===== src/rtl/sbox_pkg.sv =====
// Shared definitions for the S-box fill / key-schedule block and the PRGA stage.
// Holds the sequencer state encoding, the RAM read latency and the KSA j update.
package sbox_pkg;

    typedef enum logic [3:0] {
        IDLE,
        FILL,
        RD_I,
        WAIT_I,
        LAT_I,
        RD_J,
        WAIT_J,
        LAT_J,
        WR_I,
        WR_J,
        DONE
    } sbox_state_e;

    // Cycles from driving mem_addr to mem_rdata being valid.
    localparam int unsigned RD_LAT = 2;

    // j + si + kb, wrapped to addr_w bits.
    function automatic logic [31:0] ksa_j(
        input logic [31:0]  j,
        input logic [31:0]  si,
        input logic [31:0]  kb,
        input int unsigned  addr_w
    );
        logic [31:0] mask;
        mask = (addr_w >= 32) ? '1 : ((32'd1 << addr_w) - 32'd1);
        return (j + si + kb) & mask;
    endfunction

endpackage


===== src/rtl/sbox_ksa_sched.sv =====
// S-box loader: fills S[i]=i, then (with SBOX_KSA_EN defined) runs the RC4
// key-scheduling swap loop against a single-port synchronous RAM.
// Optional feature macro: SBOX_KSA_EN (undefined -> fill only, key unused).
module sbox_ksa_sched
    import sbox_pkg::*;
#(
    parameter int unsigned ADDR_W  = 8,
    parameter int unsigned KEY_LEN = 3
) (
    input  logic                        clk,
    input  logic                        reset_n,
    input  logic                        start,
    input  logic [KEY_LEN*ADDR_W-1:0]   key,
    output logic [ADDR_W-1:0]           mem_addr,
    output logic [ADDR_W-1:0]           mem_wdata,
    output logic                        mem_wren,
    input  logic [ADDR_W-1:0]           mem_rdata,
    output logic                        busy,
    output logic                        done
);

    localparam logic [ADDR_W-1:0] LAST_IDX = '1;

    sbox_state_e        state_q, state_d;
    logic [ADDR_W-1:0]  i_q, i_d;
    logic [ADDR_W-1:0]  mem_addr_q, mem_addr_d;
    logic [ADDR_W-1:0]  mem_wdata_q, mem_wdata_d;
    logic               mem_wren_q, mem_wren_d;
    logic               busy_q, busy_d;
    logic               done_q, done_d;

`ifdef SBOX_KSA_EN
    localparam int unsigned K_W    = (KEY_LEN > 1) ? $clog2(KEY_LEN) : 1;
    localparam logic [K_W-1:0] K_LAST = K_W'(KEY_LEN - 1);

    logic [KEY_LEN*ADDR_W-1:0]  key_q, key_d;
    logic [ADDR_W-1:0]          j_q, j_d;
    logic [K_W-1:0]             k_q, k_d;
    logic [ADDR_W-1:0]          si_q, si_d;
    logic [ADDR_W-1:0]          key_byte;

    // Key element k; element 0 sits in the most-significant bits.
    always_comb begin
        key_byte = '0;
        for (int unsigned e = 0; e < KEY_LEN; e++) begin
            if (k_q == K_W'(e)) begin
                key_byte = key_q[(KEY_LEN-1-e)*ADDR_W +: ADDR_W];
            end
        end
    end
`else
    logic unused_inputs;
    assign unused_inputs = ^{key, mem_rdata};
`endif

    // Next state, counters and next-cycle RAM port values.
    always_comb begin
        state_d     = state_q;
        i_d         = i_q;
        mem_addr_d  = mem_addr_q;
        mem_wdata_d = mem_wdata_q;
        mem_wren_d  = 1'b0;
        busy_d      = busy_q;
        done_d      = done_q;
`ifdef SBOX_KSA_EN
        key_d       = key_q;
        j_d         = j_q;
        k_d         = k_q;
        si_d        = si_q;
`endif
        case (state_q)
            IDLE, DONE: begin
                if (start) begin
                    state_d     = FILL;
                    i_d         = '0;
                    mem_addr_d  = '0;
                    mem_wdata_d = '0;
                    mem_wren_d  = 1'b1;
                    busy_d      = 1'b1;
                    done_d      = 1'b0;
`ifdef SBOX_KSA_EN
                    key_d       = key;
                    j_d         = '0;
                    k_d         = '0;
`endif
                end
            end

            FILL: begin
                if (i_q == LAST_IDX) begin
`ifdef SBOX_KSA_EN
                    state_d    = RD_I;
                    i_d        = '0;
                    mem_addr_d = '0;
`else
                    state_d    = DONE;
                    busy_d     = 1'b0;
                    done_d     = 1'b1;
`endif
                end else begin
                    i_d         = i_q + 1'b1;
                    mem_addr_d  = i_q + 1'b1;
                    mem_wdata_d = i_q + 1'b1;
                    mem_wren_d  = 1'b1;
                end
            end

`ifdef SBOX_KSA_EN
            RD_I:   state_d = WAIT_I;
            WAIT_I: state_d = LAT_I;

            LAT_I: begin
                si_d       = mem_rdata;
                j_d        = ADDR_W'(ksa_j(32'(j_q), 32'(mem_rdata), 32'(key_byte), ADDR_W));
                mem_addr_d = j_d;
                state_d    = RD_J;
            end

            RD_J:   state_d = WAIT_J;
            WAIT_J: state_d = LAT_J;

            // S[j] is written straight into the WR_I data register, so no sj flop.
            LAT_J: begin
                mem_addr_d  = i_q;
                mem_wdata_d = mem_rdata;
                mem_wren_d  = 1'b1;
                state_d     = WR_I;
            end

            // The second write carries the original S[i], so i==j leaves S unchanged.
            WR_I: begin
                mem_addr_d  = j_q;
                mem_wdata_d = si_q;
                mem_wren_d  = 1'b1;
                state_d     = WR_J;
            end

            WR_J: begin
                k_d = (k_q == K_LAST) ? '0 : k_q + 1'b1;
                if (i_q == LAST_IDX) begin
                    state_d = DONE;
                    busy_d  = 1'b0;
                    done_d  = 1'b1;
                end else begin
                    i_d        = i_q + 1'b1;
                    mem_addr_d = i_q + 1'b1;
                    state_d    = RD_I;
                end
            end
`endif

            default: state_d = IDLE;
        endcase
    end

    // State and output registers with asynchronous active-low clear.
    always_ff @(posedge clk or negedge reset_n) begin
        if (!reset_n) begin
            state_q     <= IDLE;
            i_q         <= '0;
            mem_addr_q  <= '0;
            mem_wdata_q <= '0;
            mem_wren_q  <= 1'b0;
            busy_q      <= 1'b0;
            done_q      <= 1'b0;
`ifdef SBOX_KSA_EN
            key_q       <= '0;
            j_q         <= '0;
            k_q         <= '0;
            si_q        <= '0;
`endif
        end else begin
            state_q     <= state_d;
            i_q         <= i_d;
            mem_addr_q  <= mem_addr_d;
            mem_wdata_q <= mem_wdata_d;
            mem_wren_q  <= mem_wren_d;
            busy_q      <= busy_d;
            done_q      <= done_d;
`ifdef SBOX_KSA_EN
            key_q       <= key_d;
            j_q         <= j_d;
            k_q         <= k_d;
            si_q        <= si_d;
`endif
        end
    end

    assign mem_addr  = mem_addr_q;
    assign mem_wdata = mem_wdata_q;
    assign mem_wren  = mem_wren_q;
    assign busy      = busy_q;
    assign done      = done_q;

endmodule


===== config.mk =====
export PLATFORM = sky130hd
export DESIGN_NAME = sbox_ksa_sched
export DESIGN_NICKNAME = d
export VERILOG_FILES = /design/src/rtl/sbox_pkg.sv /design/src/rtl/sbox_ksa_sched.sv
export SDC_FILE = /design/constraint.sdc
export NUM_CORES = 1
export LEC_CHECK = 0
export BUFFER_PORTS_ARGS = -buffer_cell sky130_fd_sc_hd__buf_2
export CORE_MARGIN = 4
export CORE_UTILIZATION = 41
export DETAILED_ROUTE_END_ITERATION = 8
export PLACE_DENSITY_LB_ADDON = 0.15
export SKIP_LAST_GASP = 1
export SLEW_MARGIN = 5
export SYNTH_ARGS = -nofsm -noshare
export SYNTH_HDL_FRONTEND = slang
export SYNTH_SLANG_ARGS = --single-unit

===== constraint.sdc =====
create_clock -name clk -period 2.1 [get_ports clk]
set_input_delay 0.42 -clock clk [delete_from_list [all_inputs] [get_ports clk]]
set_output_delay 0.42 -clock clk [all_outputs]
set_load 0.005 [all_outputs]

==> metrics.txt, run 1 <==
Root Driver sky130_fd_sc_hd__clkbuf_4; number of antenna violations at the first check in global routing 0; number of resized instances in the post-cts repair step 0; Die Area 2490 µm²; Final Net Count 125; Detailed Route WL 1.35 mm; Worst IR Drop VDD 522 µV; number of global-route vias before repair 562; synthesized-area fraction occupied by adder cells 0.0174; total track usage 0.132; wire length of the first global-routing pass 2.49 mm; setup skew after layout 0.00294 ns; TritonCTS clock tree built; syn nets 109; min-delay worst type input pin to async pin; Max Root-Sink Buffers 2; number of vias per cell 5.39; # DRC 0; dominant combinational cell family by area after synthesis simple AND/OR/NAND/NOR gates; per-cell routed wire length 13.0 µm; cell row count 14; highest fanout seen on the critical path 7; number of enable-type register cells in the synthesized netlist 0; dpl cells 100; leftover overflow at the end of global routing 0; worst skew pair latency 0.27 ns; fraction of layout instances using a drive strength above 1 0.375; standby leakage power 0.389 nW; Initial Util 0.456; deepest level of the CTS H-tree 1; number of clock sinks 13; setup bufs post-CTS 0; Syn Area/Cell 9.86 µm²; Post-Synth Simple-Gate Area 0.221; xor-xnor portion of the synthesized cell area 0; I/O pin count 54; post-synthesis async set-or-reset flop share 1.00; endpoint type of the worst setup path flop; crit path DAT 1.71 ns; leading cell type in the layout, fill and taps excluded sky130_fd_sc_hd__buf_2; initial detailed-routing violation count 7; outcome finished clean; endpoint required time on the critical path 2.24 ns; clock-pin slew of the registers on the worst-case setup and hold paths 0.08 ns; fmax 638 MHz; total number of vias 561; horizontal die dimension 49.9 µm; Critical Setup Path Class flop to flop; fin crit share 0.747; Max Cap Violations 0; core footprint 1580 µm²; worst-case headroom to the max-slew limit 0.755; number of CTS-inserted buffers 3; dominant register cell in the synthesized netlist sky130_fd_sc_hd__dfrtp_1; number of endpoints failing setup at the final stage 0; overall die height 49.9 µm; gp weighted congestion 0.802; count of cell types in the netlist 27; synthesis-to-finish area growth 11.0%; Synthesis Warnings 0; Overall Power 0.000965 W; First-pass DRT Iterations 4; filler-free cell count of the finished design 104; sum of net half-perimeters after detailed placement 1.02 mm; synthesized area 719 µm²; compound-gate portion of the synthesized area 0.183; final total negative setup slack 0 ns; Yosys reg bits 13; hold_buf cts 0; cell count after synthesis 73; number of slew-limit violations in the final report 0; post-synthesis mux area share 0; Routed Antenna Nets 0; pin slew with the least headroom to its limit 0.368 ns; element type at the critical path start flop; part of the Yosys area used for sequential elements 0.452; power density relative to cell area 1210 nW/µm²; commonest cells after routing, fill and taps aside sky130_fd_sc_hd__buf_2, sky130_fd_sc_hd__dfrtp_1, sky130_fd_sc_hd__nand2_1; number of diodes added for antenna fixing 0; largest net degree at the start of global routing 14; RSZ-0062 raised after global routing no; endpoints failing hold 0; number of input and output port buffers inserted 21; number of fillers in the final layout 161; minimum clock period after layout 1.57 ns
==> synth_stat cells (2+ instances only) <==
cell type / instances / area, µm²
sky130_fd_sc_hd__a31oi_1: 2 / 12.5
sky130_fd_sc_hd__buf_4: 9 / 67.6
sky130_fd_sc_hd__dfrtp_1: 13 / 325
sky130_fd_sc_hd__inv_1: 5 / 18.8
sky130_fd_sc_hd__nand2_1: 7 / 26.3
sky130_fd_sc_hd__nand2b_1: 2 / 12.5
sky130_fd_sc_hd__nand3_1: 4 / 20.0
sky130_fd_sc_hd__nand4_1: 2 / 12.5
sky130_fd_sc_hd__nor2_1: 4 / 15.0
sky130_fd_sc_hd__o211ai_1: 3 / 22.5
sky130_fd_sc_hd__o211ai_2: 2 / 25.0
sky130_fd_sc_hd__o21ai_0: 5 / 25.0
==> final timing paths <==
kind | to | cells past startpoint | slack (ns) | start
max | busy | 5 | 0.53 | mem_wdata[0]
min | mem_wren | 1 | 0.02 | reset_n
max reg2reg | busy | 5 | 0.53 | mem_wdata[0]
min reg2reg | busy | 2 | 0.47 | busy
max in group asynchronous | mem_wdata[1] | 1 | 1.86 | reset_n
min in group clk | state_q[1] | 2 | 0.35 | start
==> through the flow <==
step	instance area, µm²	setup slack (ns)	hold slack (ns)	util
4_1_cts	798	0.522	0.0217	0.506
3_3_place_gp	772	0.548	0.322	0.490
6_report	798	0.532	0.0184	0.506
5_1_grt	798	0.365	0.0230	0.506
2_1_floorplan	719	0.685	0.124	-
3_5_place_dp	772	0.535	0.328	0.490
==> routing by layer <==
| layer | track usage | up-vias | share of wire |
|---|---|---|---|
| li1 | - | 280 | - |
| met2 | 0.196 | 21 | 0.44 |
| met5 | 0 | - | 0 |
| met1 | 0.172 | 258 | 0.48 |
| met3 | 0.0392 | 2 | 0.075 |
| met4 | 0.0691 | 0 | 0.012 |
==> where the power goes <==
| part | switching (W) | internal, W |
|---|---|---|
| registers | 0.000114 | 0.000326 |
| clock network | 0.0000791 | 0.0000735 |
| logic | 0.000189 | 0.000183 |
| total | 0.000383 | 0.000582 |
==> worst max-delay path, stage by stage, from the launching register on <==
cell,delay [ns]
sky130_fd_sc_hd__dfrtp_1,0.45
sky130_fd_sc_hd__ha_1,0.23
sky130_fd_sc_hd__nand3_1,0.24
sky130_fd_sc_hd__or3_4,0.41
sky130_fd_sc_hd__nand2_1,0.07
sky130_fd_sc_hd__nand2_1,0.05
==> cell families (layout without fill, tap and decap cells) <==
kind of cell | count (synthesis) | count (layout)
compound gates | 17 | 17
fa+ha+maj | 1 | 1
buf+inv | 15 | 30
flops | 13 | 13
simple gates | 27 | 27
==> state kept, by name, summed over array words and instances, names as in the netlist <==
signal and cells:
mem_wdata 8, state_q 2, busy 1, done 1
mem_wren 1
==> layout make-up <==
cell class | count | area (µm²) | share of cell area
sequential | 13 | 325 | 0.408
multi-input combinational | 45 | 303 | 0.379
timing repair buffer | 21 | 105 | 0.132
clock buffer | 4 | 26.3 | 0.0329
tap | 16 | 20.0 | 0.0251
inverter | 5 | 18.8 | 0.0235
Note: power is estimated with default switching activity, not from simulation.
==> run 2: changes to the inputs <==
- CORE_UTILIZATION: 41 -> 35
- clock period: 2.1 -> 1.4 ns (I/O delays scaled with it)
==> metrics.txt, run 2 (synthesized netlist as in run 1, its figures left out) <==
per-cell routed wire length 12.4 µm; highest fanout seen on the critical path 6; pre-CTS setup slack 0.0342 ns; total number of vias 571; endpoints failing hold 0; endpoint required time on the critical path 1.59 ns; post-placement cell area 821 µm²; wire length of the first global-routing pass 2.48 mm; number of CTS-inserted buffers 3; fin crit share 0.959; largest net degree at the start of global routing 14; outcome finished clean; number of input and output port buffers inserted 21; number of global-route vias before repair 547; standby leakage power 0.413 nW; number of endpoints failing setup at the final stage 0; Critical Setup Path Class flop to flop; sum of net half-perimeters after detailed placement 1.09 mm; deepest level of the CTS H-tree 1; worst skew pair latency 0.27 ns; total non-filler cell area in the finished layout 883 µm²; Crit path largest cell delay 0.46 ns; gp weighted congestion 0.831; commonest cells after routing, fill and taps aside sky130_fd_sc_hd__buf_2, sky130_fd_sc_hd__dfrtp_1, sky130_fd_sc_hd__nand2_1; crit path DAT 1.53 ns; power density relative to cell area 1790 nW/µm²; Worst Setup Slack, final 0.0575 ns; slowest library cell on the worst path sky130_fd_sc_hd__or4_4; Cell Chain, Critical Path buf_4, nand4_1, or4_4, o211ai_2; endpoint type of the worst setup path flop; Max Cap Violations 0; leading cell type in the layout, fill and taps excluded sky130_fd_sc_hd__buf_2; Initial Util 0.367; fmax 745 MHz; min-delay worst type input pin to flop; number of vias per cell 4.76; Max Root-Sink Buffers 2; number of antenna violations at the first check in global routing 0; fraction of layout instances using a drive strength above 1 0.452; total track usage 0.124; Root Driver sky130_fd_sc_hd__clkbuf_4; number of clock sinks 13; core footprint 1960 µm²; setup skew after layout 0.00660 ns; synthesis-to-finish area growth 22.8%; Overall Power 0.00158 W; pin slew with the least headroom to its limit 0.380 ns; worst-case headroom to the max-slew limit 0.746; clock-pin slew of the registers on the worst-case setup and hold paths 0.09 ns; RSZ-0062 raised after global routing yes; leftover overflow at the end of global routing 0; first element of the critical path mem_wdata[0]; Largest register FFs 8; minimum clock period after layout 1.34 ns; Pint 0.000957 W; element type at the critical path start flop; dpl cells 115; power share of the combinational group 0.434; cell row count 16; register share of total power 0.418; # DRC 0; Final Net Count 130; setup bufs post-CTS 0; First-pass DRT Iterations 4; filler-free cell count of the finished design 120; overall die height 53.3 µm; horizontal die dimension 53.3 µm; worst-case hold slack 0.221 ns; Worst IR Drop VDD 688 µV; launch instance of the worst min-delay path start; relative contribution of the clock network to total power 0.149; number of diodes added for antenna fixing 0; initial detailed-routing violation count 4; fraction of power spent switching nets 0.396; net load switching power 0.000626 W; Die Area 2850 µm²; start of the worst register-to-register path mem_wdata[0]; Detailed Route WL 1.49 mm; I/O pin count 54; Routed Antenna Nets 0; TritonCTS clock tree built; number of slew-limit violations in the final report 0
==> run 2: cell count changes in the layout (fill, tap and decap cells not counted), sizes merged <==
cell / before / now
buf: 21 / 25
dlygate4sd3: 0 / 1
==> run 2: per-layer routing <==
layer | GRT usage | share of wire | vias to the layer above
met4 | 0.0511 | 0.0087 | 0
met1 | 0.156 | 0.46 | 266
met5 | 0 | 0 | -
met3 | 0.0338 | 0.048 | 2
li1 | - | - | 289
met2 | 0.198 | 0.48 | 14
==> run 2: power by group through the flow <==
| stage | registers, W | clock network, W | logic (W) |
|---|---|---|---|
| after global routing | 0.000688 | 0.000269 | 0.000785 |
| final | 0.000662 | 0.000235 | 0.000687 |
| after floorplan | 0.000660 | 0 | 0.000444 |
| after detailed placement | 0.000638 | 0 | 0.000664 |
| after global placement | 0.000633 | 0 | 0.000660 |
| after CTS | 0.000631 | 0.000246 | 0.000669 |
==> run 2: repair_timing <==
action | 4_1_cts | 5_1_grt
resized for setup | 0 | 6
setup endpoints to repair | 0 | 5
hold endpoints to repair | 13 | 0
hold buffers | 1 | 0
==> run 2: final timing paths <==
path,to,slack [ns],cells after the start
setup / recovery,mem_wdata[5],0.06,4
hold / removal,state_q[1],0.22,2
setup reg to reg,mem_wdata[5],0.06,4
hold reg to reg,busy,0.48,2
max in group asynchronous,mem_wdata[5],0.71,2
min in group asynchronous,mem_wren,0.43,2
==> run 2: area by class of cell <==
cell class,instances,area (µm²)
fillers,208,1080
multi-input cells,45,332
flip-flops and latches,13,328
repair buffers,26,145
well taps,27,33.8
clock buffers,4,26.3
inverters,5,18.8
==> run 2: stage by stage <==
| step | TNS [ns] | utilization |
|---|---|---|
| after floorplan | 0 | - |
| after global placement | 0 | 0.418 |
| after CTS | 0 | 0.437 |
| after global routing | -0.00451 | 0.450 |
| after detailed placement | 0 | 0.418 |
| final | 0 | 0.450 |
==> run 2: critical path, delay by kind of cell, from the launching register on <==
| family | cells | cell delay, ns |
|---|---|---|
| AOI/OAI and AO/OA | 1 | 0.08 |
| buffers and inverters | 1 | 0.16 |
| DFF | 1 | 0.41 |
| and+or+nand+nor | 2 | 0.62 |
